===== src/rtl/pixel_frame_gen.sv =====
// pixel_frame_gen: raster test-pattern source, dark rectangle on bright background
// Ports:
//   iCLK, iRST          clock, asynchronous active-low reset
//   iSTART              start one frame (honoured only in IDLE)
//   iCONT               chain the next frame directly after V_BLANK
//   iXSTART..iYEND      inclusive object window, latched at frame start
//   oDVAL, oDATA        pixel valid and 10-bit pixel value
//   oX, oY              coordinates of the presented pixel
//   oBUSY               high from frame start through the end of V_BLANK
//   oFRAME_DONE         one-cycle pulse on the last V_BLANK cycle
module pixel_frame_gen #(
    parameter int H_ACTIVE = 640,
    parameter int V_ACTIVE = 480,
    parameter int H_BLANK = 16,
    parameter int V_BLANK = 32,
    parameter logic [9:0] BG_LEVEL = 10'h3FF,
    parameter logic [9:0] OBJ_LEVEL = 10'h000
) (
    input  logic        iCLK,
    input  logic        iRST,
    input  logic        iSTART,
    input  logic        iCONT,
    input  logic [15:0] iXSTART,
    input  logic [15:0] iXEND,
    input  logic [15:0] iYSTART,
    input  logic [15:0] iYEND,
    output logic        oDVAL,
    output logic [9:0]  oDATA,
    output logic [15:0] oX,
    output logic [15:0] oY,
    output logic        oBUSY,
    output logic        oFRAME_DONE
);
    localparam int HW = H_BLANK > 1 ? $clog2(H_BLANK) : 1;
    localparam int VW = V_BLANK > 1 ? $clog2(V_BLANK) : 1;
    typedef enum logic [1:0] {IDLE, ACTIVE, HBLANK, VBLANK} state_t;
    state_t state;
    logic [15:0] xStart, xEnd, yStart, yEnd;
    logic [HW-1:0] hCnt;
    logic [VW-1:0] vCnt;
    logic lastX, lastY, lastH, lastV, launch;
    function automatic logic [9:0] pix(input logic [15:0] x, y, xs, xe, ys, ye);
        return (x >= xs && x <= xe && y >= ys && y <= ye) ? OBJ_LEVEL : BG_LEVEL;
    endfunction
    assign lastX = oX == 16'(H_ACTIVE - 1);
    assign lastY = oY == 16'(V_ACTIVE - 1);
    assign lastH = int'(hCnt) == H_BLANK - 1;
    assign lastV = int'(vCnt) == V_BLANK - 1;
    // A frame begins from IDLE on iSTART, or straight out of V_BLANK in continuous mode
    assign launch = (state == IDLE && iSTART) || (state == VBLANK && lastV && iCONT);
    // oDATA is always computed from the coordinates being loaded in the same edge
    always_ff @(posedge iCLK or negedge iRST) begin
        if (!iRST) begin
            state <= IDLE;
            oDVAL <= 1'b0;
            oDATA <= '0;
            oX <= '0;
            oY <= '0;
            oBUSY <= 1'b0;
            oFRAME_DONE <= 1'b0;
            xStart <= '0;
            xEnd <= '0;
            yStart <= '0;
            yEnd <= '0;
            hCnt <= '0;
            vCnt <= '0;
        end else begin
            oFRAME_DONE <= 1'b0;
            if (launch) begin
                xStart <= iXSTART;
                xEnd <= iXEND;
                yStart <= iYSTART;
                yEnd <= iYEND;
                state <= ACTIVE;
                oDVAL <= 1'b1;
                oBUSY <= 1'b1;
                oX <= '0;
                oY <= '0;
                oDATA <= pix(16'd0, 16'd0, iXSTART, iXEND, iYSTART, iYEND);
            end else begin
                case (state)
                    ACTIVE: begin
                        if (lastX) begin
                            oDVAL <= 1'b0;
                            hCnt <= '0;
                            vCnt <= '0;
                            oFRAME_DONE <= lastY && V_BLANK == 1;
                            state <= lastY ? VBLANK : HBLANK;
                        end else begin
                            oX <= oX + 16'd1;
                            oDATA <= pix(oX + 16'd1, oY, xStart, xEnd, yStart, yEnd);
                        end
                    end
                    HBLANK: begin
                        if (lastH) begin
                            state <= ACTIVE;
                            oDVAL <= 1'b1;
                            oX <= '0;
                            oY <= oY + 16'd1;
                            oDATA <= pix(16'd0, oY + 16'd1, xStart, xEnd, yStart, yEnd);
                        end else begin
                            hCnt <= hCnt + 1'b1;
                        end
                    end
                    VBLANK: begin
                        if (lastV) begin
                            state <= IDLE;
                            oBUSY <= 1'b0;
                        end else begin
                            vCnt <= vCnt + 1'b1;
                            // pulse lands on the cycle where vCnt reaches V_BLANK-1
                            oFRAME_DONE <= int'(vCnt) == V_BLANK - 2;
                        end
                    end
                    default: state <= IDLE;
                endcase
            end
        end
    end
endmodule


===== config.mk =====
export PLATFORM = sky130hd
export DESIGN_NAME = pixel_frame_gen
export DESIGN_NICKNAME = d
export VERILOG_FILES = /design/src/rtl/pixel_frame_gen.sv
export SDC_FILE = /design/constraint.sdc
export NUM_CORES = 1
export LEC_CHECK = 0
export CAP_MARGIN = 20
export CORE_MARGIN = 4
export CORE_UTILIZATION = 45
export CTS_BUF_LIST = sky130_fd_sc_hd__clkbuf_4 sky130_fd_sc_hd__clkbuf_8
export CTS_CLUSTER_DIAMETER = 200
export DETAILED_ROUTE_END_ITERATION = 8
export PLACE_DENSITY_LB_ADDON = 0.15
export SLEW_MARGIN = 20
export SYNTH_ARGS = -nofsm -noshare
export SYNTH_HDL_FRONTEND = slang
export SYNTH_SLANG_ARGS = --single-unit

===== constraint.sdc =====
create_clock -name iCLK -period 9.2 [get_ports iCLK]
set_clock_uncertainty 0.2 [all_clocks]
set_input_delay 1.38 -clock iCLK [delete_from_list [all_inputs] [get_ports iCLK]]
set_output_delay 1.38 -clock iCLK [all_outputs]
set_load 0.01 [all_outputs]

==> impl_results.md <==
- Die area: 18600 sq um
- Clock slew at reported path FFs: 0.11 ns
- Largest net degree at the start of global routing: 99
- Die Ht: 136 um
- Share of layout cells above drive strength 1: 2.96%
- Clk root buf: clkbuf_8
- Detailed Routing Iterations Pass 1: 6
- Fmax: 261 MHz
- VDD IR-drop max: 0.0699 mV
- Vias in the first global route: 5951
- Mapped Area: 7430 sq um
- Synth cell types: 54
- DR vias/cell: 5.41
- Seq pwr share: 58.3%
- FF-to-FF setup slack: 5.36 ns
- H-tree Lvls: 3
- Slew Limit Headroom: 43.1%
- Top layer in use: met4
- Depth of the most critical reg-to-reg path: 14
- Internal: 0.640 mW
- Routed wire length: 19000 um
- Sw Ratio: 23.5%
- Ys flop type: dfrtp_1
- Post CTS Setup Buffer Count: 0
- Max Buffers Root-to-Sink: 2
- Crit. End Element: flop
- Post-Layout Cell Count: 1161
- Max Slew Vio Count: 0
- Post-CTS Hold Fix Bufs: 0
- Layout Utilization: 55.4%
- Final Hold Viols: 0
- R2r startpoint: oX[0]
- Ranking of synthesized cells by area: dfrtp_1 (37%), ha_1 (18%), o21ai_0 (7.3%)
- Worst Hold Path Cells: 2
- Power share of the combinational group: 5.0%
- Setup-failing EPs final: 0
- Synthesized area per cell: 8.74 sq um
- Die Span X: 136 um
- Clock share of power: 36.7%
- Vias: 6279
- Nets: 1114
- RSZ-0062 raised after global routing: false
- PwrDens: 94.4 nW/um^2
- Fillers: 1534
- Asr flop ratio synth: 100%
- GRT overflow: 0
- Core area: 16000 sq um
- Drt initial violations: 437
- Metal2 WL: 8470 um
- Gate Count Post-Synth: 850
- EDFF count, synth: 0
- Fin crit share: 41.7%
- Post-Syn Nets: 1024
- Met1 WL: 9320 um
- Diode count: 0
- Post-synth top area cell: dfrtp_1
- Net Sw Power: 0.197 mW
- CTS buffer count: 9
- Minimum clock period: 3.84 ns
- CP Capture Point: oDATA[8]
- TritonCTS clock tree: done
- Worst-Skew Late Latency: 0.39 ns
- RePlAce Congestion: 0.893
- Yosys warning total: 0
- Setup CP Type: reg -> reg
- Synthesized flop and latch total: 111
- Layout area overhead: 19.3%
- Hold WC Path Type: reg -> reg
- Initial Util: 46.4%
- Area share of the largest cell type after synthesis: 37.4%
- CP required: 9.25 ns
- Setup TNS: 0 ns
- Leakage: 4.31 nW
- Worst-Margin Slew: 0.853 ns
- Share of the yosys chip area belonging to registers: 37.4%
- Drt drc: 0
- Critical path peak fanout: 8
- Per-cell routed wire length: 16.3 um
- FP Rows: 46
- Worst Path Arrival: 3.89 ns
- Initial antenna violation count: 0
- Fin Hold WS: 0.286 ns
- # Max-Cap Violations: 0
- Metal3 WL: 953 um
- Design area: 8860 sq um
- Post_cts resized: 0
- First-pass GRT wire length: 30800 um
- Worst Setup SP: oX[0]
- HPWL Detailed: 14600 um
- ANT nets after route: 0
- Area post-placement: 8660 sq um
- CP Launch Type: flop
- Top Ports: 113
- Buffers on Ports: 112
- Status: complete, no violations
- DP Cell Count: 1145
- All-layer global routing usage: 20.9%
- FF-to-FF End: oDATA[8]
- Clock sinks: 111
-- per-stage QoR --
step	setup slack [ns]	total power, mW
floorplan	5.90	0.498
global placement	5.18	0.540
detailed placement	5.11	0.540
CTS	5.43	0.846
global route	5.14	0.868
finish	5.36	0.837
-- kinds of logic (layout without fill, tap and decap cells) --
kind of cell             Yosys count  after routing  synth area share [%]
XOR/XNOR                          34             34                  4.01
AO/OA/AOI/OAI                    213            213                  16.6
buffers and inverters            108            203                  6.07
adder cells (fa/ha/maj)          106            106                  17.9
AND/OR/NAND/NOR                  277            277                  17.9
flip-flops                       111            111                  37.4
multiplexers                       1              1                 0.135
-- how the worst min path moves through the flow --
stage	slack (ns)	startpoint	to
2_1_floorplan	0.24	xEnd[0]	xEnd[0]
3_3_place_gp	0.25	xEnd[0]	xEnd[0]
3_5_place_dp	0.27	xEnd[0]	xEnd[0]
4_1_cts	0.29	xEnd[0]	xEnd[0]
5_1_grt	0.31	xEnd[0]	xEnd[0]
6_report	0.29	xEnd[0]	xEnd[0]
-- worst max-delay path: stages, from the launching register on --
cell and delay [ns]:
dfrtp_1 0.50, ha_1 0.31, nand2_1 0.11, nor2_1 0.17, and3_1 0.25, and3_1 0.29
and3_1 0.20, xor2_1 0.29, ha_1 0.32, a21oi_1 0.15, nand2_1 0.07, a221oi_1 0.35
a21oi_1 0.15, o32ai_1 0.24, a22oi_1 0.10
-- routing by layer --
metal	GRT usage (%)	up-vias
li1	-	3168
met1	30.2	2934
met2	32.8	159
met3	3.89	18
met4	4.48	0
met5	0	-
-- power groups by stage --
stage / combinational [mW] / clock, mW / sequential, mW
global placement: 0.0431 / 0 / 0.497
finish: 0.0422 / 0.307 / 0.488
CTS: 0.0432 / 0.316 / 0.488
detailed placement: 0.0429 / 0 / 0.497
global route: 0.0464 / 0.334 / 0.488
floorplan: 0.000947 / 0 / 0.497
-- cell usage in the layout, fill, tap and decap left out, types with 15 or more instances in the layout --
cell type        netlist  layout
dfrtp_1              111     111
clkdlybuf4s50_1        0     111
ha_1                 106     106
nand3_1               24      24
nor4_1                15      15
nand2_1              124     123
xnor2_1               18      18
o21ai_0              109     109
a21oi_1               48      48
nand4_1               20      20
inv_1                 72      72
xor2_1                16      16
nor2_1                34      34
-- cells in the mapped netlist (5+ instances only) --
| library cell | count |
|---|---|
| and3_1 | 12 |
| nor3_1 | 13 |
| a211oi_1 | 7 |
| nand4_1 | 20 |
| o21ai_0 | 109 |
| a21oi_1 | 48 |
| clkbuf_1 | 23 |
| xor2_1 | 16 |
| xnor2_1 | 18 |
| nor2_1 | 34 |
| nor4_1 | 15 |
| nand2_1 | 124 |
| inv_1 | 72 |
| ha_1 | 106 |
| nand3_1 | 24 |
| buf_4 | 9 |
| dfrtp_1 | 111 |
| or3_1 | 10 |
| a21o_1 | 6 |
| o31ai_1 | 5 |
| a22o_1 | 10 |
-- sequential cells by signal, summed over array words and instances, names as in the netlist, 2 cells and up --
register,count
yStart,16
hCnt,4
xStart,16
vCnt,5
yEnd,16
state,2
oX,16
oY,16
xEnd,16
-- area by class of cell --
class / instances / area [sq um] / area share (%)
Inverter: 72 / 270 / 3.05
Clock buffer: 9 / 124 / 1.40
Sequential cell: 111 / 2780 / 31.3
Multi-Input combinational cell: 631 / 4210 / 47.5
Tap cell: 216 / 270 / 3.05
Clock inverter: 7 / 72.6 / 0.819
Timing Repair Buffer: 115 / 1140 / 12.9
Power figures use the tool's default switching activity.
